`src/rtl/bht_port_scheduler.sv`:
```
// bht_port_scheduler
//
// Owns the single read/write port of the 2-bit-counter branch history table.
// Fetch-stage lookups and resolved-branch counter updates share the port.
// Updates are buffered in a small FIFO and applied as a read cycle followed
// by a write-back cycle. After reset, or on init_req, every entry is swept to
// weakly-taken (2'b10) before normal operation starts.
//
// Ports:
//   clk, rst_n                 clock, asynchronous active-low reset
//   init_req                   restart the table sweep (flushes queued updates)
//   fetch_req/fetch_idx        lookup request and index
//   fetch_gnt                  lookup issued to the BHT this cycle
//   pred_vld/pred_taken        prediction, one cycle after fetch_gnt
//   upd_vld/upd_idx/upd_taken  resolved-branch update offer
//   upd_ready                  update FIFO not full
//   init_done                  sweep complete
//   bht_en/we/addr/wdata       BHT port controls
//   bht_rdata                  BHT read data, valid the cycle after a read
module bht_port_scheduler #(
    parameter int IDX_W      = 6,
    parameter int QDEPTH     = 4,
    parameter int STARVE_MAX = 4
) (
    input  logic             clk,
    input  logic             rst_n,
    input  logic             init_req,
    input  logic             fetch_req,
    input  logic [IDX_W-1:0] fetch_idx,
    output logic             fetch_gnt,
    output logic             pred_vld,
    output logic             pred_taken,
    input  logic             upd_vld,
    input  logic [IDX_W-1:0] upd_idx,
    input  logic             upd_taken,
    output logic             upd_ready,
    output logic             init_done,
    output logic             bht_en,
    output logic             bht_we,
    output logic [IDX_W-1:0] bht_addr,
    output logic [1:0]       bht_wdata,
    input  logic [1:0]       bht_rdata
);

    localparam int PTR_W = $clog2(QDEPTH);
    localparam int CNT_W = PTR_W + 1;
    localparam int SC_W  = $clog2(STARVE_MAX + 1);

    localparam logic [CNT_W-1:0] FULL       = CNT_W'(QDEPTH);
    localparam logic [SC_W-1:0]  STARVE_LIM = SC_W'(STARVE_MAX);
    localparam logic [IDX_W-1:0] LAST_IDX   = '1;

    typedef enum logic [1:0] {
        ST_INIT,
        ST_RUN,
        ST_WB
    } state_t;

    state_t            state;
    state_t            next_state;
    logic [IDX_W-1:0]  sweep_addr;

    logic [IDX_W-1:0]  q_idx   [QDEPTH];
    logic              q_taken [QDEPTH];
    logic [PTR_W-1:0]  wr_ptr;
    logic [PTR_W-1:0]  rd_ptr;
    logic [CNT_W-1:0]  count;
    logic [SC_W-1:0]   starve_cnt;

    logic [IDX_W-1:0]  wb_idx;
    logic              wb_taken;

    logic              push;
    logic              pop;
    logic              upd_wins;
    logic [1:0]        sat_wdata;

    assign upd_ready  = (count != FULL);
    // init_req drops any update offered in the same cycle.
    assign push       = upd_vld && upd_ready && !init_req;
    // Updates win when fetch is idle, the FIFO is full, or fetch has starved them long enough.
    assign upd_wins   = (count != '0) &&
                        (!fetch_req || (count == FULL) || (starve_cnt == STARVE_LIM));
    assign pred_taken = pred_vld & bht_rdata[1];

    // Saturating 2-bit counter step applied to the value read in the previous cycle.
    always_comb begin
        sat_wdata = bht_rdata;
        if (wb_taken) begin
            if (bht_rdata != 2'b11) begin
                sat_wdata = bht_rdata + 2'b01;
            end
        end else begin
            if (bht_rdata != 2'b00) begin
                sat_wdata = bht_rdata - 2'b01;
            end
        end
    end

    // Next-state and port control; init_req overrides the next state from any state.
    always_comb begin
        next_state = state;
        bht_en     = 1'b0;
        bht_we     = 1'b0;
        bht_addr   = '0;
        bht_wdata  = 2'b00;
        fetch_gnt  = 1'b0;
        pop        = 1'b0;
        case (state)
            ST_INIT: begin
                bht_en    = 1'b1;
                bht_we    = 1'b1;
                bht_addr  = sweep_addr;
                bht_wdata = 2'b10;
                if (sweep_addr == LAST_IDX) begin
                    next_state = ST_RUN;
                end
            end
            ST_RUN: begin
                if (upd_wins) begin
                    bht_en     = 1'b1;
                    bht_addr   = q_idx[rd_ptr];
                    pop        = 1'b1;
                    next_state = ST_WB;
                end else if (fetch_req) begin
                    fetch_gnt = 1'b1;
                    bht_en    = 1'b1;
                    bht_addr  = fetch_idx;
                end
            end
            ST_WB: begin
                bht_en     = 1'b1;
                bht_we     = 1'b1;
                bht_addr   = wb_idx;
                bht_wdata  = sat_wdata;
                next_state = ST_RUN;
            end
            default: next_state = ST_INIT;
        endcase
        if (init_req) begin
            next_state = ST_INIT;
        end
    end

    // State register, sweep address and init_done flag.
    always_ff @(posedge clk or negedge rst_n) begin
        if (!rst_n) begin
            state      <= ST_INIT;
            sweep_addr <= '0;
            init_done  <= 1'b0;
        end else begin
            state <= next_state;
            if (init_req) begin
                sweep_addr <= '0;
                init_done  <= 1'b0;
            end else if (state == ST_INIT) begin
                sweep_addr <= sweep_addr + 1'b1;
                if (sweep_addr == LAST_IDX) begin
                    init_done <= 1'b1;
                end
            end
        end
    end

    // FIFO storage has no reset; occupancy is tracked by count and the pointers.
    always_ff @(posedge clk) begin
        if (push) begin
            q_idx[wr_ptr]   <= upd_idx;
            q_taken[wr_ptr] <= upd_taken;
        end
    end

    // FIFO pointers and occupancy; init_req flushes everything queued.
    always_ff @(posedge clk or negedge rst_n) begin
        if (!rst_n) begin
            wr_ptr <= '0;
            rd_ptr <= '0;
            count  <= '0;
        end else if (init_req) begin
            wr_ptr <= '0;
            rd_ptr <= '0;
            count  <= '0;
        end else begin
            if (push) begin
                wr_ptr <= wr_ptr + 1'b1;
            end
            if (pop) begin
                rd_ptr <= rd_ptr + 1'b1;
            end
            case ({push, pop})
                2'b10:   count <= count + 1'b1;
                2'b01:   count <= count - 1'b1;
                default: count <= count;
            endcase
        end
    end

    // Starvation counter: fetch grants while updates wait, cleared when an update is served.
    always_ff @(posedge clk or negedge rst_n) begin
        if (!rst_n) begin
            starve_cnt <= '0;
        end else if (init_req || pop) begin
            starve_cnt <= '0;
        end else if (fetch_gnt) begin
            if (count == '0) begin
                starve_cnt <= '0;
            end else if (starve_cnt != STARVE_LIM) begin
                starve_cnt <= starve_cnt + 1'b1;
            end
        end
    end

    // Write-back registers for the update being applied, and the prediction valid flag.
    always_ff @(posedge clk or negedge rst_n) begin
        if (!rst_n) begin
            wb_idx   <= '0;
            wb_taken <= 1'b0;
            pred_vld <= 1'b0;
        end else begin
            pred_vld <= fetch_gnt;
            if (pop) begin
                wb_idx   <= q_idx[rd_ptr];
                wb_taken <= q_taken[rd_ptr];
            end
        end
    end

endmodule
```
`config.mk`:
```
export PLATFORM = sky130hd
export DESIGN_NAME = bht_port_scheduler
export DESIGN_NICKNAME = d
export VERILOG_FILES = /design/src/rtl/bht_port_scheduler.sv
export SDC_FILE = /design/constraint.sdc
export NUM_CORES = 1
export LEC_CHECK = 0
export BUFFER_PORTS_ARGS = -buffer_cell sky130_fd_sc_hd__buf_2
export CORE_MARGIN = 2
export CORE_UTILIZATION = 33
export CTS_CLUSTER_SIZE = 10
export DETAILED_ROUTE_END_ITERATION = 7
export MAX_ROUTING_LAYER = met4
export PLACE_DENSITY = 0.48
export REMOVE_ABC_BUFFERS = 1
export SETUP_SLACK_MARGIN = 0.2
export SYNTH_ARGS = -nofsm -noshare
export SYNTH_HDL_FRONTEND = slang
export SYNTH_SLANG_ARGS = --single-unit
```
`constraint.sdc`:
```
create_clock -name clk -period 2.85 [get_ports clk]
set_input_delay 0.4275 -clock clk [delete_from_list [all_inputs] [get_ports clk]]
set_output_delay 0.4275 -clock clk [all_outputs]
set_load 0.1 [all_outputs]
```
==> impl_metrics.json, run 1 <==
{
  "path_cells": "inv_1, ha_1, a2bb2oi_4, a211oi_4, buf_4, and2_1, a221o_1, buf_12",
  "core_mm2": 0.00773,
  "antenna_left": 0,
  "post-synth-top-count-cell": "edfxtp_1",
  "powerDensity_mw_per_mm2": 474,
  "cts_tree": "done",
  "wirelength_um": 5240,
  "fmax_mhz": 395,
  "worstSetupStartpointType": "flop",
  "io_buffers": 34,
  "grt_overflow": 0,
  "skew_ns": 0.00878,
  "gp_congestion": 0.762,
  "vias_per_cell": 4.80,
  "cp.required_ns": 2.42,
  "syn_area_mm2": 0.00264,
  "antenna_found_initial": 0,
  "drt_first_pass_iters": 4,
  "die_h_um": 93.5,
  "slew_headroom_pct": 56.5,
  "timing.setup.tns_ns": 0,
  "synth_top_area_share_pct": 31.8,
  "wl_per_cell_um": 15.1,
  "synth_cell_type_count": 43,
  "rsz0062_at_grt": "true",
  "cp-end-kind": "primary output",
  "placed_cells": 334,
  "die_w_um": 93.5,
  "crit_family": "compound AO/OA/AOI/OAI gates",
  "worstPathArrival_ns": 2.11,
  "maxCapViolations": 0,
  "synthCells": 200,
  "row_count": 32,
  "ir_drop_uv": 206,
  "hold_viol_final": 0,
  "die-area_mm2": 0.00874,
  "slew_violations": 0,
  "numCtsBuffers": 5,
  "grt_pass1_vias": 1677,
  "ioPinCount": 35,
  "synthFlopType": "edfxtp_1",
  "cts_sinks": 55,
  "path_max_fanout": 9,
  "hpwl_um": 3650,
  "dp_slack_ns": 0.424,
  "nNetsFinal": 272,
  "finish.utilization_pct": 41.6,
  "status": "finished, final reports clean",
  "path_class": "flop to primary output",
  "drive_above_1_share_pct": 32.2,
  "synthArstFlopShare_pct": 49.1,
  "syn_avg_cell_area_um2": 13.2,
  "clk_latency_ns": 0.31,
  "path_clk_slew_ns": 0.10,
  "holdBufCountCts": 0,
  "p_leak_nw": 1.34,
  "drtIter0Drc": 49,
  "synthTopCellsByArea": "edfxtp_1 (32%), dfrtp_1 (26%), mux4_2 (6.0%), mux2_2 (3.4%), ha_1 (3.3%)",
  "ctsRootBufferMaster": "clkbuf_8",
  "yosysWarnings": 0,
  "initial_utilization_pct": 34.2,
  "h-tree-depth": 2,
  "antennaDiodeCount": 0,
  "path_buf_inv": 3,
  "ys_seq_elements": 55,
  "hp-class": "primary input to async pin",
  "grt_use_total_pct": 13.4,
  "drc": 0,
  "synth_area_leader_cell": "edfxtp_1",
  "num_vias": 1667,
  "fin_ws_ns": 0.317,
  "totalPowerFinal_mw": 1.52,
  "ys_seq_area_share_pct": 57.4,
  "syn2layout_area_growth_pct": 21.7,
  "worst_pin_slew_ns": 0.652,
  "layout_min_cycle_time_ns": 2.53,
  "cp_slowest_stage_delay_ns": 0.39,
  "fin_cells": 347,
  "grt_start_max_net_pins": 28,
  "critPathSlowestCell": "dfrtp_1",
  "grt_pass1_wl_um": 8670,
  "cts.path.max_buffers": 2,
  "setup_viol": 0,
  "synth_edf_count": 28,
  "synthTopCellsByCount": "edfxtp_1 (28), dfrtp_1 (27), nor2_1 (18), and2_1 (11), nand2_1 (11)",
  "layout_worst_path_cycle_share_pct": 88.9
}
[cell type report]
cell class | instances | area [um2]
Tap cell | 102 | 128
Fill cell | 738 | 4510
Timing Repair Buffer | 46 | 365
Clock buffer | 5 | 68.8
Inverter | 8 | 30.0
Clock inverter | 3 | 20.0
Sequential cell | 55 | 1520
Multi-Input combinational cell | 128 | 1090
[cells by family (layout without fill, tap and decap cells)]
logic type | Yosys count | in the layout | synth area share [%]
adder cells (fa/ha/maj) | 8 | 8 | 4.07
flip-flops | 55 | 55 | 57.4
AO/OA/AOI/OAI | 35 | 35 | 10.7
multiplexers | 17 | 17 | 10.1
buffers and inverters | 17 | 62 | 2.79
XOR/XNOR | 10 | 10 | 3.31
AND/OR/NAND/NOR | 58 | 58 | 11.6
[timing repair]
action                                 4_1_cts  5_1_grt
gates resized for setup                      3        4
endpoints found under the hold margin        0        0
buffers inserted                             1        4
pin swaps                                    1        2
gates cloned                                 0        0
setup endpoints to repair                    7        6
[metrics by stage]
step	hold WS, ns	cell area [um2]
final	0.127	3220
after floorplan	0.132	2600
after global placement	0.462	3040
after detailed placement	0.466	3040
after global routing	0.163	3220
after CTS	0.151	3160
[layer usage]
metal	GRT usage [%]	share of wire, %	vias to the layer above
met5	-	0	-
met1	17.7	50	816
met4	5.51	1.7	0
met3	2.98	4.0	6
met2	20.0	45	33
li1	-	-	812
[state kept, by name, indices dropped and copies added (netlist names), 3 cells and up]
signal and count:
q_taken 4, wb_idx 6, sweep_addr 6, q_idx 24, count 3, starve_cnt 3
[cells in the final DEF (no fill, tap or decap), drive strengths merged]
cell type  synthesis  final
buf                5     46
edfxtp            28     28
dfrtp             27     27
nor2              18     18
nand2             11     11
and2              11     11
a21o               9      9
mux2               8      8
inv                7      7
mux4               7      7
ha                 7      7
a221o              6      6
a21oi              6      6
xnor2              6      6
o21ai              5      5
clkbuf             4      5
xor2               4      4
and3               3      3
clkinv             1      3
a211oi             3      3
nand2b             3      3
nand4              2      2
mux2i              2      2
nor2b              2      2
or3                2      2
nand3              2      2
a2bb2oi            1      1
nor3               1      1
a211o              1      1
or3b               1      1
o2bb2ai            1      1
and4               1      1
a221oi             1      1
or2b               1      1
a31oi              1      1
a2111oi            1      1
fa                 1      1
clkinvlp           0      1
[power breakdown]
part           switching [mW]  internal, mW
Combinational           0.109        0.0833
Sequential             0.0287         0.874
Clock                   0.257         0.172
[path summary, 6_finish.rpt]
check	cells after the start	startpoint	slack (ns)	endpoint
hold / removal	1	rst_n	0.13	pred_vld
setup / recovery	8	starve_cnt[0]	0.32	bht_addr[3]
setup reg to reg	8	count[0]	0.36	count[2]
min in group clk	1	upd_idx[2]	0.33	q_idx[0][2]
hold reg to reg	1	wb_idx[5]	0.49	wb_idx[5]
max in group asynchronous	1	rst_n	2.25	rd_ptr[0]
Note: power is estimated with default switching activity, not from simulation.
==> run 2: changes to the inputs <==
CTS_CLUSTER_SIZE = unset   (was 10)
SLEW_MARGIN = 20   (was unset)
clock period = 3 ns   (was 2.85 ns; I/O delays follow)
==> run 2 against run 1 <==
Against the previous run:
- die area unchanged
- total power decreased by 4.5%
- global-route usage is 0.070 points lower
- sequential cell count unchanged
- design area down 3.9%
- combinational power fell by 16%
- worst setup slack worse by 0.096 ns
- sequential share of layout area increased by 1.9 points
- non-clock buffer count shrank 5
- critical path depth shrank 3
- cell count fell by 1.4%
- hold slack improved by 0.020 ns
- critical path type unchanged
- critical endpoint unchanged
- largest power group unchanged
- highest routed layer unchanged
==> impl_metrics.json, run 2 (synthesis gave the netlist of run 1 again) <==
{
  "syn2layout_area_growth_pct": 17.0,
  "switchingPower_mw": 0.387,
  "mostFrequentLayoutCells": "buf_2 (29), edfxtp_1 (28), dfrtp_1 (26)",
  "dp_slack_ns": 0.300,
  "slew_violations": 0,
  "wl_per_cell_um": 15.3,
  "worstPathArrival_ns": 2.33,
  "path_max_fanout": 9,
  "power_frac_clock_pct": 30.1,
  "drive_above_1_share_pct": 30.4,
  "ctsRootBufferMaster": "clkbuf_8",
  "grt_overflow": 0,
  "reg2reg_slack_ns": 0.61,
  "num_vias": 1619,
  "fillers": 735,
  "worstSetupStartpointType": "flop",
  "layout_worst_path_cycle_share_pct": 92.6,
  "timing.hold.ws_ns": 0.147,
  "h-tree-depth": 2,
  "cp-end-kind": "primary output",
  "grt_pass1_vias": 1619,
  "skew_ns": 0.00878,
  "antennaDiodeCount": 0,
  "path_class": "flop to primary output",
  "grt_use_total_pct": 13.3,
  "fmax_mhz": 360,
  "cts.path.max_buffers": 2,
  "path_clk_slew_ns": 0.11,
  "worst_pin_slew_ns": 0.644,
  "p_seq_share_pct": 58.8,
  "die-area_mm2": 0.00874,
  "largest-register": "q_idx",
  "p_leak_nw": 1.30,
  "drc": 0,
  "antenna_left": 0,
  "top_regs": "q_idx: 24 flops, sweep_addr: 6 flops, wb_idx: 6 flops",
  "die_w_um": 93.5,
  "holdBufCountCts": 0,
  "hold_viol_final": 0,
  "cts_sinks": 55,
  "mostFrequentLayoutCell": "buf_2",
  "share_comb_of_total_power_pct": 11.2,
  "crit_family": "buffers and inverters",
  "switching_share_pct": 26.6,
  "path_buf_inv": 2,
  "gp_congestion": 0.684,
  "numCtsBuffers": 5,
  "die_h_um": 93.5,
  "fin_ws_ns": 0.221,
  "setup_viol": 0,
  "drt_first_pass_iters": 4,
  "grt_start_max_net_pins": 28,
  "status": "finished, final reports clean",
  "nNetsFinal": 267,
  "cp_slowest_stage_delay_ns": 0.54,
  "slew_headroom_pct": 57.1,
  "row_count": 32,
  "io_buffers": 34,
  "hpwl_um": 3640,
  "maxCapViolations": 0,
  "core_mm2": 0.00773,
  "layout_min_cycle_time_ns": 2.78,
  "p_int_mw": 1.07,
  "rsz0062_at_grt": "true",
  "vias_per_cell": 4.73,
  "ioPinCount": 35,
  "critPathSlowestCell": "or3_1",
  "grt_pass1_wl_um": 8510,
  "cts_tree": "done",
  "largest_reg_flops": 24,
  "drtIter0Drc": 70,
  "path_cells": "or3_1, a211oi_4, buf_12, a221o_1, buf_2",
  "cp.required_ns": 2.55,
  "powerDensity_mw_per_mm2": 471,
  "hp-class": "primary input to async pin",
  "wirelength_um": 5220,
  "antenna_found_initial": 0,
  "initial_utilization_pct": 34.2,
  "clk_latency_ns": 0.31,
  "ir_drop_uv": 188
}
==> run 2: cell count changes in the layout (fill, tap and decap cells not counted), moves of 2 or more <==
cell / before / now
buf_12: 7 / 1
buf_2: 27 / 29
clkbuf_4: 0 / 5
buf_4: 12 / 6
==> run 2: worst reg2reg max path, cell delays in order (launching register included) <==
cell,delay [ns]
dfrtp_1,0.52
or3b_2,0.23
nand2_1,0.15
nor2_1,0.27
nor2_1,0.09
fa_1,0.38
and3_1,0.15
mux2i_1,0.15
mux2_2,0.35
==> run 2: stage by stage <==
stage                     utilization, %  instance area (um2)  instances  total power [mW]  setup TNS, ns
after floorplan                        -                 2600        191             0.972          -2.94
after global placement              37.9                 2930        331              1.03              0
after detailed placement            37.9                 2930        331              1.03              0
after CTS                           39.8                 3070        342              1.48              0
after global routing                40.0                 3090        342              1.53              0
final                               40.0                 3090        342              1.45              0
==> run 2: final cells by class <==
| class | instances | area, um2 | share of cell area, % |
|---|---|---|---|
| tap | 102 | 128 | 4.13 |
| inverter | 8 | 30.0 | 0.971 |
| sequential | 55 | 1520 | 49.1 |
| timing repair buffer | 41 | 248 | 8.01 |
| clock buffer | 5 | 68.8 | 2.23 |
| multi-input combinational | 128 | 1070 | 34.5 |
| clock inverter | 3 | 33.8 | 1.09 |
==> run 2: final timing paths <==
kind | from | end | cells past startpoint
setup / recovery | count[1] | bht_addr[3] | 5
hold / removal | rst_n | pred_vld | 1
setup reg to reg | count[0] | count[2] | 8
hold reg to reg | wb_idx[5] | wb_idx[5] | 1
max in group asynchronous | rst_n | rd_ptr[0] | 1
min in group clk | upd_taken | q_taken[3] | 1
==> run 2: power by group through the flow <==
stage / Clock (mW) / Combinational (mW) / Sequential (mW)
floorplan: 0 / 0.108 / 0.864
global placement: 0 / 0.160 / 0.871
detailed placement: 0 / 0.159 / 0.871
CTS: 0.464 / 0.162 / 0.855
global route: 0.488 / 0.180 / 0.860
finish: 0.437 / 0.162 / 0.855
==> run 2: repair_timing <==
item,CTS,global route
gates resized for setup,2,6
hold endpoints to repair,0,0
setup buffers,3,0
pin swaps,2,0
setup endpoints to repair,7,6
==> run 2: per-layer routing <==
metal  global-route usage [%]  routed length, um  vias to the layer above  part of all wire, %
met4                     3.68                 37                        0                 0.71
met1                     17.5               2480                      786                   47
li1                         -                  -                      805                    -
met3                     2.82                173                        2                  3.3
met2                     21.0               2530                       26                   48
met5                        -                  0                        -                    0
